`src/rtl/armleocpu_decode_sb.sv`:
```
// Decode stage with a register-write scoreboard: classifies the fetched instruction,
// stalls on RAW hazards or scoreboard exhaustion, and holds one beat toward execute.
module armleocpu_decode_sb #(
  parameter int SB_DEPTH = 4,
  parameter int SBW      = $clog2(SB_DEPTH + 1)
) (
  input  logic            clk,
  input  logic            rst,

  input  logic            f2d_valid,
  input  logic [31:0]     f2d_instr,
  input  logic [31:0]     f2d_pc,
  input  logic [3:0]      f2d_resp,
  output logic            f2d_ready,

  output logic            rs1_read,
  output logic [4:0]      rs1_raddr,
  output logic            rs2_read,
  output logic [4:0]      rs2_raddr,

  output logic            d2e_valid,
  output logic [31:0]     d2e_instr,
  output logic [31:0]     d2e_pc,
  output logic [3:0]      d2e_resp,
  output logic            d2e_rd_write,
  output logic [4:0]      d2e_rd_waddr,
  input  logic            d2e_ready,

  input  logic            flush,
  input  logic            wb_retire,

  output logic [SBW-1:0]  sb_count,
  output logic            dbg_pipeline_busy
);

  localparam int PW = (SB_DEPTH > 1) ? $clog2(SB_DEPTH) : 1;
  localparam logic [SBW:0] DEPTH_LIM = (SBW + 1)'(SB_DEPTH);

  localparam logic [6:0] OPC_LUI    = 7'b0110111;
  localparam logic [6:0] OPC_AUIPC  = 7'b0010111;
  localparam logic [6:0] OPC_JAL    = 7'b1101111;
  localparam logic [6:0] OPC_JALR   = 7'b1100111;
  localparam logic [6:0] OPC_BRANCH = 7'b1100011;
  localparam logic [6:0] OPC_LOAD   = 7'b0000011;
  localparam logic [6:0] OPC_STORE  = 7'b0100011;
  localparam logic [6:0] OPC_OPIMM  = 7'b0010011;
  localparam logic [6:0] OPC_OP     = 7'b0110011;
  localparam logic [6:0] OPC_AMO    = 7'b0101111;
  localparam logic [6:0] OPC_SYSTEM = 7'b1110011;

  logic [6:0] opcode;
  logic [4:0] rd_field;
  logic       uses_rs1;
  logic       uses_rs2;
  logic       writes_rd;
  logic       writes_cls;

  logic [4:0]    sb_rd [SB_DEPTH];
  logic [SB_DEPTH-1:0] sb_valid;
  logic [PW-1:0] sb_head;
  logic [PW-1:0] sb_tail;

  logic         rs1_hit;
  logic         rs2_hit;
  logic         hazard;
  logic [SBW:0] sb_need;
  logic         credit_ok;
  logic         slot_free;
  logic         accept;
  logic         sb_push;
  logic         sb_pop;

  assign opcode    = f2d_instr[6:0];
  assign rd_field  = f2d_instr[11:7];
  assign rs1_raddr = f2d_instr[19:15];
  assign rs2_raddr = f2d_instr[24:20];

  // NOTE: every always_comb output gets a default first so no path leaves a latch.
  always_comb begin
    uses_rs1   = 1'b1;
    uses_rs2   = 1'b0;
    writes_cls = 1'b0;
    case (opcode)
      OPC_LUI, OPC_AUIPC, OPC_JAL: begin
        uses_rs1   = 1'b0;
        writes_cls = 1'b1;
      end
      OPC_JALR, OPC_LOAD, OPC_OPIMM, OPC_SYSTEM: writes_cls = 1'b1;
      OPC_BRANCH, OPC_STORE:                     uses_rs2   = 1'b1;
      OPC_OP, OPC_AMO: begin
        uses_rs2   = 1'b1;
        writes_cls = 1'b1;
      end
      default: ;
    endcase
    writes_rd = writes_cls & (rd_field != 5'd0);
    // A faulted fetch carries no real operands; it must never stall or claim a write.
    if (f2d_resp != 4'd0) begin
      uses_rs1  = 1'b0;
      uses_rs2  = 1'b0;
      writes_rd = 1'b0;
    end
  end

  always_comb begin
    rs1_hit = 1'b0;
    rs2_hit = 1'b0;
    if (d2e_valid && d2e_rd_write) begin
      rs1_hit = (d2e_rd_waddr == rs1_raddr);
      rs2_hit = (d2e_rd_waddr == rs2_raddr);
    end
    for (int i = 0; i < SB_DEPTH; i++) begin
      if (sb_valid[i] && sb_rd[i] == rs1_raddr) rs1_hit = 1'b1;
      if (sb_valid[i] && sb_rd[i] == rs2_raddr) rs2_hit = 1'b1;
    end
    hazard = (uses_rs1 && rs1_raddr != 5'd0 && rs1_hit) ||
             (uses_rs2 && rs2_raddr != 5'd0 && rs2_hit);
  end

  // The beat sitting in d2e will claim an entry when it leaves, so reserve it now.
  assign sb_need   = {1'b0, sb_count} + {{SBW{1'b0}}, (d2e_valid & d2e_rd_write)};
  assign credit_ok = !writes_rd || (sb_need < DEPTH_LIM);
  assign slot_free = !d2e_valid || d2e_ready;
  assign accept    = !rst && f2d_valid && slot_free && !hazard && credit_ok && !flush;

  assign f2d_ready = !rst && (accept || (flush && f2d_valid));
  assign rs1_read  = accept && uses_rs1;
  assign rs2_read  = accept && uses_rs2;

  assign sb_push = d2e_valid && d2e_ready && d2e_rd_write;
  assign sb_pop  = wb_retire && (sb_count != '0);

  assign dbg_pipeline_busy = f2d_valid || d2e_valid || (sb_count != '0);

  function automatic logic [PW-1:0] ptr_inc(input logic [PW-1:0] p);
    return (p == PW'(SB_DEPTH - 1)) ? '0 : p + PW'(1);
  endfunction

  // NOTE: sequential state uses non-blocking assignments so every flop sees pre-edge values.
  always_ff @(posedge clk) begin
    if (rst) begin
      d2e_valid    <= 1'b0;
      d2e_rd_write <= 1'b0;
    end else if (flush) begin
      d2e_valid <= 1'b0;
    end else if (accept) begin
      d2e_valid    <= 1'b1;
      d2e_rd_write <= writes_rd;
    end else if (slot_free) begin
      d2e_valid <= 1'b0;
    end
  end

  always_ff @(posedge clk) begin
    if (accept) begin
      d2e_instr    <= f2d_instr;
      d2e_pc       <= f2d_pc;
      d2e_resp     <= f2d_resp;
      d2e_rd_waddr <= rd_field;
    end
  end

  // When full, push and pop hit the same slot; the push assignment comes last and wins.
  always_ff @(posedge clk) begin
    if (rst) begin
      sb_valid <= '0;
      sb_head  <= '0;
      sb_tail  <= '0;
      sb_count <= '0;
    end else begin
      if (sb_pop) begin
        sb_valid[sb_head] <= 1'b0;
        sb_head           <= ptr_inc(sb_head);
      end
      if (sb_push) begin
        sb_valid[sb_tail] <= 1'b1;
        sb_tail           <= ptr_inc(sb_tail);
      end
      case ({sb_push, sb_pop})
        2'b10:   sb_count <= sb_count + SBW'(1);
        2'b01:   sb_count <= sb_count - SBW'(1);
        default: ;
      endcase
    end
  end

  // NOTE: register numbers are storage only; the valid bits alone carry reset meaning.
  always_ff @(posedge clk) begin
    if (!rst && sb_push) sb_rd[sb_tail] <= d2e_rd_waddr;
  end

endmodule
```
`config.mk`:
```
export PLATFORM = sky130hd
export DESIGN_NAME = armleocpu_decode_sb
export DESIGN_NICKNAME = d
export VERILOG_FILES = /design/src/rtl/armleocpu_decode_sb.sv
export SDC_FILE = /design/constraint.sdc
export NUM_CORES = 1
export LEC_CHECK = 0
export ABC_AREA = 1
export CORE_UTILIZATION = 35
export DETAILED_ROUTE_END_ITERATION = 8
export PLACE_DENSITY = 0.68
export SYNTH_ARGS = -nofsm -noshare
export SYNTH_HDL_FRONTEND = slang
export SYNTH_SLANG_ARGS = --single-unit
```
`constraint.sdc`:
```
create_clock -name clk -period 10 [get_ports clk]
set_clock_uncertainty 0.2 [all_clocks]
set_input_delay 2 -clock clk [delete_from_list [all_inputs] [get_ports clk]]
set_output_delay 2 -clock clk [all_outputs]
set_load 0.005 [all_outputs]
```
==> flow_summary.json <==
{
  "dpl.hpwl_um": 9540,
  "status": "finished, final reports clean",
  "rows": 41,
  "final_nets": 702,
  "die_area_um2": 13700,
  "cts_tree": "done",
  "grt_pass1_wl_um": 19700,
  "grt_setup_unrepaired": "false",
  "synthCells": 462,
  "yosys.area.top_type": "edfxtp_1",
  "synthTopCellsByCount": "124 x nand2_1, 88 x edfxtp_1, 61 x nor2_1",
  "grt_max_degree": 69,
  "critPathKind": "primary input to output port",
  "grt_usage_pct": 19.8,
  "r2r_setup_slack_ns": 7.21,
  "drtPass1Iterations": 4,
  "drt_iter0_drc": 241,
  "startpoint_type": "primary input",
  "clock_sinks": 101,
  "syn-cell-area_um2": 4620,
  "place_congestion": 0.894,
  "antennaDiodeCount": 0,
  "endpoint_kind": "output port",
  "post-cts-setup-buffers": 0,
  "ys_types": 30,
  "critPathMaxFanout": 7,
  "start_util_pct": 36.3,
  "numPortBuffers": 165,
  "power_frac_clock_pct": 38.7,
  "pin_count": 166,
  "max_slew_margin_pct": 43.1,
  "cts_root_buffer": "clkbuf_16",
  "switching_share_pct": 21.4,
  "peakVddDrop_v": 0.000107,
  "cts_hold_buffers": 0,
  "clkTransAtPathRegs_ns": 0.06,
  "die_w_um": 117,
  "leakage_nw": 2.62,
  "grt_pass1_vias": 3644,
  "synthToLayoutAreaGrowth_pct": 43.6,
  "vias": 3658,
  "htree_levels": 3,
  "synth_edf_count": 88,
  "wl_per_cell_um": 15.9,
  "synth.avg_cell_area_um2": 9.99,
  "p_seq_share_pct": 51.9,
  "yosys_warnings": 0,
  "min_path_type": "flip-flop to flip-flop",
  "cts_buffers": 9,
  "ys.flop_type": "edfxtp_1",
  "power.internal_mw": 0.714,
  "synth_most_common_cell": "nand2_1",
  "maxSlewViolCount": 0,
  "fmaxAchievable_mhz": 151,
  "period_minus_slack_ns": 6.61,
  "cp_data_arrival_time_ns": 4.41,
  "finalCritPeriodShare_pct": 66.1,
  "drt-vias-per-instance": 4.60,
  "switchingPower_mw": 0.194,
  "cp_data_required_time_ns": 7.80,
  "routed_wl_um": 12600,
  "core_um2": 12700,
  "ys_ff_latch": 101,
  "finalHoldViolCount": 0,
  "cts-resized-gates": 0,
  "synth.area.top_cells": "edfxtp_1 57%, nand2_1 10%, dfxtp_1 5.6%, nor2_1 5.0%, inv_1 4.9%",
  "route.detailed.drc": 0,
  "insertion_delay_ns": 0.34,
  "synth_top_area_share_pct": 57.2,
  "num-fill-cells": 1193,
  "async_flop_share_pct": 0,
  "yosysSeqAreaShare_pct": 62.9,
  "p_per_area_nw_per_um2": 137,
  "antenna_found_initial": 0,
  "drive_gt1_share_pct": 5.62,
  "die_h_um": 117,
  "worst_pin_slew_ns": 0.853,
  "setup_tns_ns": 0,
  "maxCapViolCount": 0,
  "syn_nets": 546,
  "gr-total-overflow": 0,
  "clockBufferDepth": 2,
  "fin_util_pct": 52.1,
  "comb_power_share_pct": 9.4,
  "setup_violations": 0,
  "total_power_mw": 0.908,
  "drt.antenna.violating_nets": 0
}
==> per-layer routing <==
layer  vias up  global-route usage [%]  wire length [um]
met5         -                       0                 0
met4         0                    8.52               294
met3        21                    3.45               754
met2       142                    34.7              6290
met1      1703                    24.0              5280
li1       1792                       -                 -
==> worst paths after layout <==
check                        to  cells after the start          start
hold / removal       sb_head[1]                      2     sb_head[1]
setup / recovery      f2d_ready                     11  f2d_instr[15]
hold reg to reg      sb_head[1]                      2     sb_head[1]
setup reg to reg  d2e_instr[15]                     10   d2e_instr[7]
==> power by group through the flow <==
stage                     sequential [mW]  clock (mW)  combinational (mW)
after floorplan                     0.481           0              0.0276
after global placement              0.480           0              0.0849
after detailed placement            0.480           0              0.0858
after CTS                           0.471       0.359              0.0863
after global routing                0.471       0.374              0.0933
final                               0.471       0.351              0.0857
==> logic make-up after synthesis <==
logic type                 count (synthesis)  synth area share (%)
buffers and inverters                     88                  8.92
and+or+nand+nor                          215                  18.9
DFF                                      101                  62.9
adders and majority gates                 10                  2.87
xor gates and xnor gates                   4                 0.759
AOI/OAI and AO/OA                         44                  5.69
==> cell type report <==
cell class | count | area (um2) | share of cell area (%)
inverter | 67 | 251 | 3.79
multi-input combinational | 273 | 1300 | 19.6
timing repair buffer | 166 | 1660 | 25.0
clock buffer | 11 | 233 | 3.51
sequential | 101 | 2900 | 43.8
tap | 172 | 215 | 3.25
clock inverter | 5 | 66.3 | 1.00
==> worst max-delay path, cell delays in order <==
cell and delay [ns]:
clkdlybuf4s50_1 0.63, inv_1 0.37, nand2_1 0.09, nand2_1 0.09, nor2_1 0.05, nand3_1 0.07
nand3_1 0.12, o21bai_4 0.16, nand3_4 0.15, a21oi_1 0.15, clkdlybuf4s50_1 0.51
==> through the flow <==
step / hold slack [ns] / worst slack, ns / cells / cell area (um2)
2_1_floorplan: 0.283 / 4.87 / 462 / 4620
3_3_place_gp: 0.304 / 3.33 / 779 / 6330
3_5_place_dp: 0.333 / 3.39 / 779 / 6330
4_1_cts: 0.348 / 3.37 / 795 / 6630
5_1_grt: 0.387 / 3.21 / 795 / 6630
6_report: 0.348 / 3.39 / 795 / 6630
==> cell usage in the layout (no fill, tap or decap), types with 8 or more instances in the layout <==
cell	synthesis	routed
a21oi_1	11	11
clkbuf_16	0	9
clkdlybuf4s50_1	0	165
dfxtp_1	13	13
edfxtp_1	88	88
ha_1	9	9
inv_1	60	59
inv_2	7	8
nand2_1	124	124
nand3_1	19	19
nor2_1	61	61
o21ai_0	17	17
==> registers in the layout, summed over array words and instances, names as in the netlist <==
signal        count
d2e_instr        32
d2e_pc           32
sb_rd            20
d2e_resp          4
sb_valid          4
sb_count          3
sb_head           2
sb_tail           2
d2e_rd_write      1
d2e_valid         1
(Power assumes the default switching activity.)
